<file path="config.mk">
export PLATFORM = sky130hd
export DESIGN_NAME = bist_pattern_compactor_flat
export DESIGN_NICKNAME = d
export VERILOG_FILES = /design/src/rtl/bist_pattern_compactor_if.sv /design/src/rtl/bist_pattern_compactor.sv /design/src/flat_wrapper.sv
export SDC_FILE = /design/constraint.sdc
export NUM_CORES = 1
export LEC_CHECK = 0
export CORE_UTILIZATION = 35
export DETAILED_ROUTE_END_ITERATION = 6
export PLACE_DENSITY = 0.53
export SLEW_MARGIN = 20
export SYNTH_ARGS = -nofsm -noshare
export SYNTH_HDL_FRONTEND = slang
export SYNTH_SLANG_ARGS = --single-unit
</file>
<file path="constraint.sdc">
create_clock -name clk -period 3.9 [get_ports clk]
set_input_delay 0.975 -clock clk [delete_from_list [all_inputs] [get_ports clk]]
set_output_delay 0.975 -clock clk [all_outputs]
set_load 0.02 [all_outputs]
</file>
<file path="src/rtl/bist_pattern_compactor_if.sv">
// BIST wrapper bus: start/busy/done/pass handshake, CUT pattern/response, signature.
// master = controller/CUT side, slave = bist_pattern_compactor; abort only with BIST_ABORT_EN.
interface bist_pattern_compactor_if #(
  parameter int IN_W  = 3,
  parameter int OUT_W = 2,
  parameter int SIG_W = 8
);
  logic             start;
  logic [IN_W-1:0]  cut_in;
  logic [OUT_W-1:0] cut_resp;
  logic             busy;
  logic             done;
  logic             pass;
  logic [SIG_W-1:0] signature;
`ifdef BIST_ABORT_EN
  logic             abort;

  modport master (
    output start, cut_resp, abort,
    input  cut_in, busy, done, pass, signature
  );
  modport slave (
    input  start, cut_resp, abort,
    output cut_in, busy, done, pass, signature
  );
`else
  modport master (
    output start, cut_resp,
    input  cut_in, busy, done, pass, signature
  );
  modport slave (
    input  start, cut_resp,
    output cut_in, busy, done, pass, signature
  );
`endif
endinterface

</file>
<file path="src/rtl/bist_pattern_compactor.sv">
// BIST stage: LFSR patterns -> CUT -> MISR signature, compared to GOLDEN at end of run.
// Ports: clk, rst_n (async low), bus (slave: start, cut_in, cut_resp, busy, done,
// pass, signature). Optional BIST_ABORT_EN adds bus.abort to cancel a run.
module bist_pattern_compactor #(
  parameter int              IN_W      = 3,
  parameter int              OUT_W     = 2,
  parameter int              LFSR_W    = 8,
  parameter logic [LFSR_W-1:0] LFSR_POLY = 8'hB8,
  parameter logic [LFSR_W-1:0] LFSR_SEED = 8'h01,
  parameter int              SIG_W     = 8,
  parameter logic [SIG_W-1:0] MISR_POLY = 8'h1D,
  parameter int              NUM_PAT   = 16,
  parameter logic [SIG_W-1:0] GOLDEN    = 8'h00
) (
  input logic clk,
  input logic rst_n,
  bist_pattern_compactor_if.slave bus
);
  localparam int CW = $clog2(NUM_PAT + 1);
  localparam logic [CW-1:0] LAST = CW'(NUM_PAT - 1);

  typedef enum logic [1:0] {
    IDLE,
    RUN,
    DONE
  } state_t;

  state_t state_q, state_d;
  logic [LFSR_W-1:0] lfsr_q, lfsr_d, lfsr_adv;
  logic [SIG_W-1:0]  misr_q, misr_d, misr_abs;
  logic [CW-1:0]     cnt_q, cnt_d;
  logic [IN_W-1:0]   cut_q, cut_d;
  logic              done_q, done_d;
  logic              pass_q, pass_d;

  assign lfsr_adv = {lfsr_q[LFSR_W-2:0], ^(lfsr_q & LFSR_POLY)};
  assign misr_abs = {misr_q[SIG_W-2:0], 1'b0}
                  ^ (misr_q[SIG_W-1] ? MISR_POLY : '0)
                  ^ SIG_W'(bus.cut_resp);

  always_comb begin
    state_d = state_q;
    lfsr_d  = lfsr_q;
    misr_d  = misr_q;
    cnt_d   = cnt_q;
    cut_d   = cut_q;
    done_d  = done_q;
    pass_d  = pass_q;
    unique case (state_q)
      IDLE, DONE: begin
        if (bus.start) begin
          state_d = RUN;
          lfsr_d  = LFSR_SEED;
          misr_d  = '0;
          cnt_d   = '0;
          cut_d   = LFSR_SEED[IN_W-1:0];
          done_d  = 1'b0;
          pass_d  = 1'b0;
        end
      end
      RUN: begin
`ifdef BIST_ABORT_EN
        if (bus.abort) begin
          // partial signature is kept visible
          state_d = IDLE;
          done_d  = 1'b0;
          pass_d  = 1'b0;
        end else
`endif
        begin
          misr_d = misr_abs;
          lfsr_d = lfsr_adv;
          cut_d  = lfsr_adv[IN_W-1:0];
          cnt_d  = cnt_q + CW'(1);
          if (cnt_q == LAST) begin
            state_d = DONE;
            done_d  = 1'b1;
            pass_d  = (misr_abs == GOLDEN);
          end
        end
      end
      default: state_d = IDLE;
    endcase
  end

  always_ff @(posedge clk or negedge rst_n) begin
    if (!rst_n) begin
      state_q <= IDLE;
      lfsr_q  <= LFSR_SEED;
      misr_q  <= '0;
      cnt_q   <= '0;
      cut_q   <= '0;
      done_q  <= 1'b0;
      pass_q  <= 1'b0;
    end else begin
      state_q <= state_d;
      lfsr_q  <= lfsr_d;
      misr_q  <= misr_d;
      cnt_q   <= cnt_d;
      cut_q   <= cut_d;
      done_q  <= done_d;
      pass_q  <= pass_d;
    end
  end

  assign bus.cut_in    = cut_q;
  assign bus.busy      = (state_q == RUN);
  assign bus.done      = done_q;
  assign bus.pass      = pass_q;
  assign bus.signature = misr_q;
endmodule

</file>
<file path="src/flat_wrapper.sv">
// flat-port wrapper written by rule: the top's interface ports become plain ports
module bist_pattern_compactor_flat 
#(
  parameter int              IN_W      = 3,
  parameter int              OUT_W     = 2,
  parameter int              LFSR_W    = 8,
  parameter logic [LFSR_W-1:0] LFSR_POLY = 8'hB8,
  parameter logic [LFSR_W-1:0] LFSR_SEED = 8'h01,
  parameter int              SIG_W     = 8,
  parameter logic [SIG_W-1:0] MISR_POLY = 8'h1D,
  parameter int              NUM_PAT   = 16,
  parameter logic [SIG_W-1:0] GOLDEN    = 8'h00
)
  (clk, rst_n, bus_start, bus_cut_resp, bus_cut_in, bus_busy, bus_done, bus_pass, bus_signature);
  bist_pattern_compactor_if #(.IN_W(IN_W), .OUT_W(OUT_W), .SIG_W(SIG_W)) bus_i ();
  input logic clk;
  input logic rst_n;
  input wire logic [$bits(bus_i.start)-1:0] bus_start;
  input wire logic [$bits(bus_i.cut_resp)-1:0] bus_cut_resp;
  output wire logic [$bits(bus_i.cut_in)-1:0] bus_cut_in;
  output wire logic [$bits(bus_i.busy)-1:0] bus_busy;
  output wire logic [$bits(bus_i.done)-1:0] bus_done;
  output wire logic [$bits(bus_i.pass)-1:0] bus_pass;
  output wire logic [$bits(bus_i.signature)-1:0] bus_signature;
  assign bus_i.start = bus_start;
  assign bus_i.cut_resp = bus_cut_resp;
  assign bus_cut_in = bus_i.cut_in;
  assign bus_busy = bus_i.busy;
  assign bus_done = bus_i.done;
  assign bus_pass = bus_i.pass;
  assign bus_signature = bus_i.signature;
  bist_pattern_compactor #(.IN_W(IN_W), .OUT_W(OUT_W), .LFSR_W(LFSR_W), .LFSR_POLY(LFSR_POLY), .LFSR_SEED(LFSR_SEED), .SIG_W(SIG_W), .MISR_POLY(MISR_POLY), .NUM_PAT(NUM_PAT), .GOLDEN(GOLDEN)) u_core (.clk(clk), .rst_n(rst_n), .bus(bus_i));
endmodule
</file>
Word level (Yosys, flattened, before mapping). Cells that the tools add are included.

Logic and storage cells: 40. Bits in registers: 28. Output and inout bits: 14. Bits of input ports: 5.

Bitwise gates (word level): 2. Reduce and logical (&&, ||, !) cells: 8. Muxes and demuxes: 17. Add/subtract/negate cells: 1. Equality and inequality tests: 5.

Operator list (number): 8-bit one-hot mux with 2 select lines (2); 8-bit two-way mux (2); 5-bit two-way mux (2); 5-bit one-hot mux with 2 select lines (1); 8-bit zero test (1); 8-bit XOR reduction (1); 8-bit by 2-bit bitwise XOR with 8-bit output (1); 8-bit bitwise XOR (1); 3-bit one-hot mux with 2 select lines (1); 5-bit by 1-bit adder with 5-bit output (second input constant) (1); 5-bit by 4-bit == test with 1-bit output (second input constant) (1); 2-bit two-way mux (2); 1-bit one-hot mux with 2 select lines (2); 2-bit one-hot mux with 2 select lines (1); 2-bit AND reduction (2); 1-bit two-way mux (3); 3-bit two-way mux (1); 3-bit AND reduction (1); 2-bit by 1-bit == test with 1-bit output (second input constant) (1); 2-bit == test (second input constant) (1); 2-bit zero test (1); 2-bit by 1-bit != test with 1-bit output (second input constant) (1); 2-bit != test (second input constant) (1); 2-bit nonzero test (1); 2-bit OR reduction (1).

Logic depth before layout (Yosys ltp).
Depth after elaboration: 6. Mapped depth: 6. Gate-level depth less buffers: 6.

Worst setup path before layout. Ideal clock, no wire load.

Kind: register to output. Start: register u_core.state_q[1]. End: output port bus_busy. Required time: 2925 ps. Arrival time: 962 ps. Stages on the path, launching flop included: 5. Setup slack: 1963 ps. Path buffers: 2. Cell sequence: dfrtp_1 nand2b_1 buf_6 inv_2 buf_4.

Word-level cells in the longest chain between the ends: 1.

RTL lines: from (decl) (RTL line bist_pattern_compactor.sv:28) `state_t state_q, state_d;`; from (signal assigned) (RTL line bist_pattern_compactor.sv:96) `state_q <= state_d;`; 2-bit by 1-bit == test with 1-bit output (RTL line bist_pattern_compactor.sv:107) `assign bus.busy = (state_q == RUN);`; to (decl) (RTL line flat_wrapper.sv:21) `output wire logic [$bits(bus_i.busy)-1:0] bus_busy;`.

Every way passes these cells.

Worst setup path in the final report. Ends and elaborated chain as after synthesis.

==> summary.txt <==
STA
  – Tmin final: 3.02 ns
  – Fmax: 331 MHz
  – Final Cycle Share: 77.4%
  – Worst rel slew slack: 78.0%
  – Hold Violations, Final: 0
  – Slew at the pin closest to its max-slew limit: 0.329 ns
  – RSZ-0062 raised after global routing: false
  – Setup Skew: 0.0199 ns
  – Setup TNS: 0 ns
  – Final setup violation count: 0
  – Max Slew Vio Count: 0

Power and ir drop
  – Ratio of total power to cell area: 880 nW/um2
  – Total power: 1190 uW
  – Worst supply voltage drop on vdd: 0.000366 V
  – Leakage power of the design: 0.000604 uW

Final layout
  – Layout cells sized above 1: 7.34%
  – Number of nets in the final layout: 117
  – Area taken by multi-input logic gates: 422 um2
  – Antenna cell count: 0
  – Area grow syn2layout: 18.1%
  – Most common cell after layout, fill and taps aside: dfrtp_1
  – Commonest non-fill, non-tap cells in the layout: 25 x dfrtp_1, 18 x clkdlybuf4s50_1, 15 x a22o_1, 7 x nand2_1, 6 x xor2_1
  – Combined flip-flop and latch cell area: 652 um2
  – Layout filler cell count: 310

Logic synthesis
  – Yosys warns: 0
  – Share of cell area taken by muxes after synthesis: 0.873%
  – Post-Synth Simple-Gate Area: 9.61%
  – Combinational family with the most area after synthesis: compound AO/OA/AOI/OAI gates
  – Dominant synthesized flop cell: dfrtp_1
  – Synth Area in XOR/XNOR: 6.11%
  – Post-synthesis net count: 100
  – Async SR Flop Fraction: 100%
  – Post-synthesis cell count: 93
  – Part of the Yosys area used for sequential elements: 56.9%
  – Post-synthesis share of cell area spent on full adders, half adders and majority gates: 2.18%
  – Number of synthesized flops with an enable pin: 0
  – Post-synth design cell area: 1150 um2
  – Count of state elements after synthesis: 26
  – Post-synthesis average cell area: 12.3 um2
  – Distinct cells, synth: 30
  – Compound-cell area share of the yosys netlist: 18.0%

Global routing
  – Largest net degree at the start of global routing: 27
  – Via count of the first global-routing pass: 780
  – Total routing resource utilization after global routing: 13.9%
  – Number of antenna violations at the first check in global routing: 0
  – Wire length of the first global-routing pass: 3620 um
  – Leftover overflow at the end of global routing: 0

Hold path
  – Instance count along the most critical hold path: 2
  – Class of the tightest hold or removal check: reg -> reg
  – Start point of the worst hold path: u_core.bus.done

Setup path
  – Required arrival time at the worst endpoint: 2.92 ns
  – WS Path Type: reg -> out
  – Crit path max-delay family: buffers and inverters
  – Worst reg2reg startpoint: u_core.cnt_q[0]
  – Path depth of the worst reg2reg path: 5
  – Kind of end point of the critical path: output port
  – Critical path launch point: u_core.state_q[1]
  – Maximum single-stage delay on the critical path: 0.67 ns
  – Crit path max-delay cell type: clkdlybuf4s50_1
  – Worst Setup Start Kind: flop
  – Path length in cells of the critical path: 3
  – Largest fanout on the critical path: 19
  – Arr. time, crit path: 2.04 ns
  – Buffers and inverters on the worst path: 2
  – Critical path cell sequence: nand2b_1 -> inv_2 -> clkdlybuf4s50_1

Floorplan
  – Total Die Area: 3510 um2
  – Width of the die: 59.2 um
  – Core area: 3080 um2
  – Ports: 19
  – Starting density of the core: 37.2%
  – Die height: 59.2 um
  – Number of core rows: 20

Clock tree
  – Worst-skew pair later-pin latency: 0.32 ns
  – Cts repair resizes: 0
  – Total clock buffers created by CTS: 3
  – H-tree depth: 1
  – TritonCTS Sinks: 26
  – Maximum buffer depth of the clock tree: 2
  – Number of buffers added to fix hold violations after cts: 0
  – Root buffer selected by CTS: clkbuf_4
  – Setup repair bufs after CTS: 0
  – Clock transition at the register clock pins on the worst setup and hold paths after CTS: 0.15 ns
  – CTS tree: done

Flow run
  – Maximum capacitance violations: 0

Detailed routing
  – Via count: 758
  – Initial drt markers: 28
  – Number of routed nets with antenna violations: 0
  – Remaining design rule violation count: 0
  – Wire length on met2: 921 um
  – Highest metal used: met4
  – TritonRoute pass-1 iters: 4
  – WL met1: 1010 um
  – Wire length after detailed routing: 2040 um
  – Via count normalized by instance count: 4.95
  – Average wire per standard cell: 13.4 um
  – Met3 Wirelength: 94 um

Placement
  – Port Buf Inserts: 18
  – Total half-perimeter wirelength after legalization and detailed placement: 1380 um
  – Final GP Congestion: 0.806

Run status
  – Run status: completed
sequential cells by signal (all words and copies together) (netlist names):
name	flops
u_core.bus.cut_in	1
u_core.bus.done	1
u_core.bus.pass	1
u_core.bus.signature	8
u_core.cnt_q	5
u_core.lfsr_q	8
u_core.state_q	2
per-stage QoR:
stage	hold slack [ns]	instance area [um2]	utilization [%]	setup slack, ns	cells
final	0.498	1350	44.0	0.881	153
after global routing	0.535	1350	44.0	0.730	153
after CTS	0.506	1350	44.0	0.877	153
after detailed placement	0.473	1330	43.1	1.25	149
after global placement	0.462	1330	43.1	1.30	149
after floorplan	0.464	1150	-	1.96	93
power breakdown:
group | internal (uW) | leakage, uW | switching, uW | total [uW]
Sequential | 395 | 0.000319 | 112 | 508
Combinational | 296 | 0.000271 | 272 | 567
Clock | 40.0 | 0.0000150 | 76.4 | 116
Total | 731 | 0.000604 | 460 | 1190
final timing paths:
path / end / slack [ns]
worst max-delay path: bus_busy / 0.88
max in group asynchronous: u_core.lfsr_q[0] / 2.59
worst max register to register: u_core.bus.pass / 2.32
worst min-delay path: u_core.bus.done / 0.50
worst min register to register: u_core.bus.done / 0.50
min in group asynchronous: u_core.state_q[0] / 0.99
kinds of logic after synthesis:
family | after synthesis
buffers and inverters | 10
XOR/XNOR | 8
AND/OR/NAND/NOR | 20
flip-flops | 26
AO/OA/AOI/OAI | 26
multiplexers | 1
adder cells (fa/ha/maj) | 2
synthesized netlist by cell type (all sizes together), types with 2 or more instances:
| cell | count | share of area (%) |
|---|---|---|
| dfrtp | 25 | 55 |
| a22o | 15 | 11 |
| buf | 7 | 5.3 |
| nand2 | 7 | 2.3 |
| xor2 | 6 | 4.6 |
| inv | 3 | 0.98 |
| a21oi | 2 | 0.87 |
| a2bb2oi | 2 | 1.5 |
| and3 | 2 | 1.1 |
| ha | 2 | 2.2 |
| nand2b | 2 | 1.3 |
| nand3 | 2 | 0.87 |
| nor3 | 2 | 0.87 |
| o21ai | 2 | 0.87 |
| o22ai | 2 | 1.1 |
| xnor2 | 2 | 1.5 |
worst reg2reg max path, cell delays in order (launching register included):
cell and delay, ns:
dfrtp_1 0.42, ha_1 0.21, and3_1 0.17, ha_1 0.16, nand3b_1 0.17, o41ai_1 0.37
area by class of cell:
class,count,share of cell area (%)
clock buffer,4,1.94
sequential,26,48.2
inverter,3,0.832
multi-input combinational,57,31.1
tap,44,4.07
timing repair buffer,19,13.9
metal layers:
metal / vias to the layer above / global-route usage, %
met5: - / 0
met4: 0 / 4.08
met3: 2 / 4.59
met2: 15 / 21.5
met1: 371 / 18.4
li1: 370 / -
Note: power is estimated with default switching activity, not from simulation.
